--- config.mk ---
export PLATFORM = sky130hd
export DESIGN_NAME = pet_button_conditioner
export DESIGN_NICKNAME = d
export VERILOG_FILES = /design/src/rtl/pet_button_conditioner.sv
export SDC_FILE = /design/constraint.sdc
export NUM_CORES = 1
export LEC_CHECK = 0
export ABC_AREA = 1
export CAP_MARGIN = 20
export CORE_MARGIN = 2
export CORE_UTILIZATION = 35
export CTS_CLUSTER_DIAMETER = 150
export DETAILED_ROUTE_END_ITERATION = 12
export PLACE_DENSITY_LB_ADDON = 0.25
export SYNTH_ARGS = -nofsm -noshare
export SYNTH_HDL_FRONTEND = slang
export SYNTH_SLANG_ARGS = --single-unit
--- constraint.sdc ---
create_clock -name clk -period 3.3 [get_ports clk]
set_input_delay 0.495 -clock clk [delete_from_list [all_inputs] [get_ports clk]]
set_output_delay 0.495 -clock clk [all_outputs]
set_load 0.005 [all_outputs]
--- src/rtl/pet_button_conditioner.sv ---
// Four-button synchronizer/debouncer that feeds the pet state controller with clean one-cycle pulses.
// Optional build macro STATE_AUTOREPEAT_EN adds auto-repeat pulses on state_button while it is held.

module pet_button_chan #(
    parameter int DEB_CYCLES    = 4,
    parameter int LONG_CYCLES   = 20,
    parameter int REPEAT_CYCLES = 8,
    parameter bit LONG_PRESS    = 1'b0,
    parameter bit AUTO_REPEAT   = 1'b0
) (
    input  logic i_clk,
    input  logic i_rst_n,
    input  logic i_raw,
    output logic o_pulse,
    output logic o_held
);
    localparam int DEB_W  = $clog2(DEB_CYCLES);
    localparam int HOLD_W = $clog2(LONG_CYCLES + 1);
    localparam logic [DEB_W-1:0]  DEB_LAST  = DEB_W'(DEB_CYCLES - 1);
    localparam logic [HOLD_W-1:0] HOLD_FIRE = HOLD_W'(LONG_CYCLES - 1);

    typedef enum logic [1:0] {
        ST_IDLE        = 2'd0,
        ST_PRESS_CHK   = 2'd1,
        ST_HELD        = 2'd2,
        ST_RELEASE_CHK = 2'd3
    } state_t;

    logic             r_sync1;
    logic             r_sync2;
    state_t           r_state;
    state_t           w_state_nxt;
    logic [DEB_W-1:0] r_cnt;
    logic [DEB_W-1:0] w_cnt_nxt;
    logic             w_press;
    logic             w_stay_held;
    logic             w_long_fire;
    logic             w_rep_hit;
    logic             w_fire;
    logic             r_pulse;
    logic             r_held;

    // Two-flop synchronizer: the raw pin is never used past this point
    always_ff @(posedge i_clk or negedge i_rst_n) begin
        if (!i_rst_n) begin
            r_sync1 <= 1'b0;
            r_sync2 <= 1'b0;
        end else begin
            r_sync1 <= i_raw;
            r_sync2 <= r_sync1;
        end
    end

    // Debounce FSM state and stability counter
    always_ff @(posedge i_clk or negedge i_rst_n) begin
        if (!i_rst_n) begin
            r_state <= ST_IDLE;
            r_cnt   <= {DEB_W{1'b0}};
        end else begin
            r_state <= w_state_nxt;
            r_cnt   <= w_cnt_nxt;
        end
    end

    // Next-state logic; the counter is cleared on every state change
    always_comb begin
        w_state_nxt = r_state;
        w_cnt_nxt   = {DEB_W{1'b0}};
        w_press     = 1'b0;
        case (r_state)
            ST_IDLE: begin
                if (r_sync2) begin
                    w_state_nxt = ST_PRESS_CHK;
                end else begin
                    w_state_nxt = ST_IDLE;
                end
            end
            ST_PRESS_CHK: begin
                if (!r_sync2) begin
                    w_state_nxt = ST_IDLE;
                end else if (r_cnt == DEB_LAST) begin
                    w_state_nxt = ST_HELD;
                    w_press     = 1'b1;
                end else begin
                    w_cnt_nxt = r_cnt + DEB_W'(1);
                end
            end
            ST_HELD: begin
                if (!r_sync2) begin
                    w_state_nxt = ST_RELEASE_CHK;
                end else begin
                    w_state_nxt = ST_HELD;
                end
            end
            ST_RELEASE_CHK: begin
                if (r_sync2) begin
                    w_state_nxt = ST_HELD;
                end else if (r_cnt == DEB_LAST) begin
                    w_state_nxt = ST_IDLE;
                end else begin
                    w_cnt_nxt = r_cnt + DEB_W'(1);
                end
            end
            default: begin
                w_state_nxt = ST_IDLE;
            end
        endcase
    end

    assign w_stay_held = (r_state == ST_HELD) && (w_state_nxt == ST_HELD);

    generate
        if (LONG_PRESS) begin : g_long
            localparam logic [HOLD_W-1:0] HOLD_MAX = HOLD_W'(LONG_CYCLES);
            logic [HOLD_W-1:0] r_hold;

            // Hold-time counter; saturation guarantees a single long-press pulse per press
            always_ff @(posedge i_clk or negedge i_rst_n) begin
                if (!i_rst_n) begin
                    r_hold <= {HOLD_W{1'b0}};
                end else if (!r_held) begin
                    r_hold <= {HOLD_W{1'b0}};
                end else if (r_hold != HOLD_MAX) begin
                    r_hold <= r_hold + HOLD_W'(1);
                end else begin
                    r_hold <= r_hold;
                end
            end

            assign w_long_fire = r_held && (r_hold == HOLD_FIRE);
        end else begin : g_no_long
            assign w_long_fire = 1'b0;
        end

        if (AUTO_REPEAT) begin : g_repeat
            localparam logic [HOLD_W-1:0] REP_RELOAD = HOLD_W'(LONG_CYCLES - REPEAT_CYCLES);
            logic [HOLD_W-1:0] r_rep;

            // Repeat timer: restarts whenever HELD is (re)entered, then reloads to give the repeat period
            always_ff @(posedge i_clk or negedge i_rst_n) begin
                if (!i_rst_n) begin
                    r_rep <= {HOLD_W{1'b0}};
                end else if (r_state != ST_HELD) begin
                    r_rep <= {HOLD_W{1'b0}};
                end else if (r_rep == HOLD_FIRE) begin
                    r_rep <= REP_RELOAD;
                end else begin
                    r_rep <= r_rep + HOLD_W'(1);
                end
            end

            assign w_rep_hit = (r_rep == HOLD_FIRE);
        end else begin : g_no_repeat
            assign w_rep_hit = 1'b0;
        end
    endgenerate

    assign w_fire = LONG_PRESS ? w_long_fire : (w_press | (w_rep_hit & w_stay_held));

    // Registered pulse and debounced level outputs
    always_ff @(posedge i_clk or negedge i_rst_n) begin
        if (!i_rst_n) begin
            r_pulse <= 1'b0;
            r_held  <= 1'b0;
        end else begin
            r_pulse <= w_fire;
            r_held  <= (w_state_nxt == ST_HELD) || (w_state_nxt == ST_RELEASE_CHK);
        end
    end

    assign o_pulse = r_pulse;
    assign o_held  = r_held;
endmodule

module pet_button_conditioner #(
    parameter int DEB_CYCLES    = 4,
    parameter int LONG_CYCLES   = 20,
    parameter int REPEAT_CYCLES = 8
) (
    input  logic       clk,
    input  logic       rst,
    input  logic       food_raw,
    input  logic       heal_raw,
    input  logic       state_raw,
    input  logic       test_raw,
    output logic       food_button,
    output logic       heal_button,
    output logic       state_button,
    output logic       test_signal,
    output logic [3:0] btn_held
);
`ifdef STATE_AUTOREPEAT_EN
    localparam bit STATE_REPEAT = 1'b1;
`else
    localparam bit STATE_REPEAT = 1'b0;
`endif

    logic w_held_food;
    logic w_held_heal;
    logic w_held_state;
    logic w_held_test;

    pet_button_chan #(
        .DEB_CYCLES(DEB_CYCLES), .LONG_CYCLES(LONG_CYCLES), .REPEAT_CYCLES(REPEAT_CYCLES),
        .LONG_PRESS(1'b0), .AUTO_REPEAT(1'b0)
    ) u_food (
        .i_clk(clk), .i_rst_n(rst), .i_raw(food_raw), .o_pulse(food_button), .o_held(w_held_food)
    );

    pet_button_chan #(
        .DEB_CYCLES(DEB_CYCLES), .LONG_CYCLES(LONG_CYCLES), .REPEAT_CYCLES(REPEAT_CYCLES),
        .LONG_PRESS(1'b0), .AUTO_REPEAT(1'b0)
    ) u_heal (
        .i_clk(clk), .i_rst_n(rst), .i_raw(heal_raw), .o_pulse(heal_button), .o_held(w_held_heal)
    );

    pet_button_chan #(
        .DEB_CYCLES(DEB_CYCLES), .LONG_CYCLES(LONG_CYCLES), .REPEAT_CYCLES(REPEAT_CYCLES),
        .LONG_PRESS(1'b0), .AUTO_REPEAT(STATE_REPEAT)
    ) u_state (
        .i_clk(clk), .i_rst_n(rst), .i_raw(state_raw), .o_pulse(state_button), .o_held(w_held_state)
    );

    // Test mode only toggles on a long press, never on the initial accept
    pet_button_chan #(
        .DEB_CYCLES(DEB_CYCLES), .LONG_CYCLES(LONG_CYCLES), .REPEAT_CYCLES(REPEAT_CYCLES),
        .LONG_PRESS(1'b1), .AUTO_REPEAT(1'b0)
    ) u_test (
        .i_clk(clk), .i_rst_n(rst), .i_raw(test_raw), .o_pulse(test_signal), .o_held(w_held_test)
    );

    assign btn_held = {w_held_test, w_held_state, w_held_heal, w_held_food};
endmodule

==> flow_metrics.env <==
export IMPL_r2r_setup_slack_ns=2.15
export IMPL_ios=14
export IMPL_diodes=0
export IMPL_grt_pass1_vias=828
export IMPL_r2r_cells=7
export IMPL_fp_dieH_um=67.7
export IMPL_hold_path_endpoint="u_state.r_sync2"
export IMPL_fmax_ghz=0.554
export IMPL_critPathCaptureType="output pin"
export IMPL_pwr_share_seq=0.507
export IMPL_critPathArrivalTime_ns=1.31
export IMPL_post_synth_top_area_cell="dfrtp_1"
export IMPL_insertion_delay_ns=0.28
export IMPL_holdPathStages=0
export IMPL_clock_sinks=36
export IMPL_clock_skew_ns=0.00268
export IMPL_hold_viol=0
export IMPL_status="complete, no violations"
export IMPL_path_clk_slew_ns=0.07
export IMPL_startpoint="u_test.o_held"
export IMPL_drt_iter0_drc=48
export IMPL_totalWireLength_mm=1.90
export IMPL_grt_overflow=0
export IMPL_cp_top_family="buffers and inverters"
export IMPL_power_mw=1.24
export IMPL_critPathBufInv=1
export IMPL_rows=23
export IMPL_finalSetupViolCount=0
export IMPL_ys_warnings_count=0
export IMPL_p_sw_mw=0.343
export IMPL_groute_usage_overall=0.0998
export IMPL_ant_nets=0
export IMPL_drv_cap=0
export IMPL_netlist_area_mm2=0.00142
export IMPL_grt_pass1_wl_mm=3.35
export IMPL_die_area_mm2=0.00458
export IMPL_avgSynthCellArea_um2=11.0
export IMPL_initial_core_util=0.360
export IMPL_die_w_um=67.7
export IMPL_dpl_hpwl_mm=1.35
export IMPL_clk_path_buf_depth=2
export IMPL_hold_buffers=0
export IMPL_rsz0062_at_grt="false"
export IMPL_area_delta_synth_final_pct=18.8
export IMPL_pwr_density_cell_mw_per_mm2=735
export IMPL_hp_start="u_state.r_sync1"
export IMPL_internal_power_mw=0.897
export IMPL_critical_path_class="register to output pin"
export IMPL_cp_required_ns=2.80
export IMPL_drive_gt1_frac=0.123
export IMPL_p_comb_frac=0.197
export IMPL_synth_seq_cells=36
export IMPL_yosysUniqueCellTypes=22
export IMPL_cp_slowest_cell="clkdlybuf4s50_1"
export IMPL_worst_slew_pin_slew_ns=0.434
export IMPL_drv_slew=0
export IMPL_switching_share=0.276
export IMPL_hold_class="register to register"
export IMPL_root_buffer="clkbuf_8"
export IMPL_leakagePower_nw=0.845
export IMPL_critPathMaxFanout=9
export IMPL_grt_max_degree=37
export IMPL_synth_top_cell_area_share=0.635
export IMPL_reg2reg_to="u_test.g_long.r_hold[3]"
export IMPL_cts_resized=0
export IMPL_ys_seq_area_frac=0.635
export IMPL_r2r_start="u_test.g_long.r_hold[0]"
export IMPL_fin_hold_ws_ns=0.346
export IMPL_final_util=0.427
export IMPL_via_per_inst=4.51
export IMPL_fin_nets=157
export IMPL_pwr_share_clk=0.296
export IMPL_core_mm2=0.00394
export IMPL_critPathLaunchType="register"
export IMPL_path_cells="clkdlybuf4s50_1"
export IMPL_vdd_ir_drop_max_uv=314
export IMPL_syn_num_nets=141
export IMPL_period_share=0.547
export IMPL_vias=883
export IMPL_postCtsSetupRepairBufs=0
export IMPL_drtPass1Iterations=4
export IMPL_fin_tns_setup_ns=0
export IMPL_io_buffers=13
export IMPL_min_period_ns=1.81
export IMPL_slew_headroom=0.711
export IMPL_htreeDepth=2
export IMPL_synthCells=129
export IMPL_antenna_found_initial=0
export IMPL_synth_area_leaders="dfrtp_1 63%, ha_1 5.3%, nand2_1 4.8%"
export IMPL_setup_slack_ns=1.49
export IMPL_drt_wirelength_per_cell_um=9.71
export IMPL_drc=0
export IMPL_cts_buffers=5
export IMPL_gp_congestion=0.709
export IMPL_cts_tree="done"
export IMPL_slowest_delay_ns=0.55
export IMPL_place_ws_ns=1.79
[layer usage]
metal / wire [um] / part of all wire / global-route usage / up-vias
met1: 831 / 0.44 / 0.105 / 420
met2: 920 / 0.48 / 0.172 / 24
li1: - / - / - / 434
met4: 48 / 0.025 / 0.0638 / 0
met5: 0 / 0 / 0 / -
met3: 104 / 0.055 / 0.0300 / 5
[synthesized netlist by cell type (all sizes together)]
cell	n
dfrtp	36
nand2	21
inv	19
nor2	11
nor3	9
nand3	7
ha	6
buf	5
xnor2	4
a21oi	2
a31oi	2
nand4	2
o21ai	2
or2	2
a21boi	1
[kinds of logic after synthesis]
family | count (synthesis) | synth area share
simple gates | 52 | 0.180
flops | 36 | 0.635
buf+inv | 24 | 0.0794
compound gates | 7 | 0.0282
fa+ha+maj | 6 | 0.0529
xor+xnor | 4 | 0.0247
[registers in the layout, indices dropped and copies added (netlist names), 2 cells and up]
| register | cells |
|---|---|
| u_food.r_state | 2 |
| u_test.g_long.r_hold | 5 |
| u_heal.r_cnt | 2 |
| u_heal.r_state | 2 |
| u_test.r_state | 2 |
| u_test.r_cnt | 2 |
| u_food.r_cnt | 2 |
| u_state.r_cnt | 2 |
[cell usage in the layout, fill, tap and decap left out]
master,instances
dfrtp_1,36
nand2_1,18
inv_1,17
clkdlybuf4s50_1,13
nor3_1,8
nor2_1,8
nand3_1,6
ha_1,6
clkbuf_8,5
xnor2_1,4
nand2_2,3
a21oi_1,2
a31oi_1,2
or2_0,2
inv_2,2
o21ai_0,2
nand4_1,2
nor2_2,2
nor3_2,1
a21boi_1,1
nand3_2,1
nor2_4,1
clkbuf_1,1
bufinv_16,1
clkinv_2,1
buf_4,1
[power by group through the flow]
| stage | sequential [mW] | clock (mW) | combinational, mW |
|---|---|---|---|
| 5_1_grt | 0.644 | 0.401 | 0.286 |
| 3_5_place_dp | 0.634 | 0 | 0.248 |
| 3_3_place_gp | 0.626 | 0 | 0.239 |
| 4_1_cts | 0.627 | 0.381 | 0.249 |
| 2_1_floorplan | 0.615 | 0 | 0.195 |
| 6_report | 0.628 | 0.367 | 0.244 |
[area by class of cell]
cell class	count	area [um^2]
Multi-Input combinational cell	69	405
Sequential cell	36	901
Clock inverter	2	35.0
Clock buffer	6	72.6
Timing Repair Buffer	14	138
Fill cell	350	2260
Inverter	19	71.3
Tap cell	50	62.6
[worst max-delay path by stage]
stage / cells after the start / end / slack, ns
finish: 1 / btn_held[3] / 1.49
global route: 1 / btn_held[3] / 1.42
global placement: 1 / btn_held[3] / 1.80
floorplan: 1 / btn_held[3] / 2.22
detailed placement: 1 / btn_held[3] / 1.79
CTS: 1 / btn_held[3] / 1.47
[stage by stage]
step | instances | instance area, um^2
floorplan | 129 | 1420
global placement | 188 | 1580
detailed placement | 188 | 1580
CTS | 196 | 1690
global route | 196 | 1690
finish | 196 | 1690
Power figures use the tool's default switching activity.
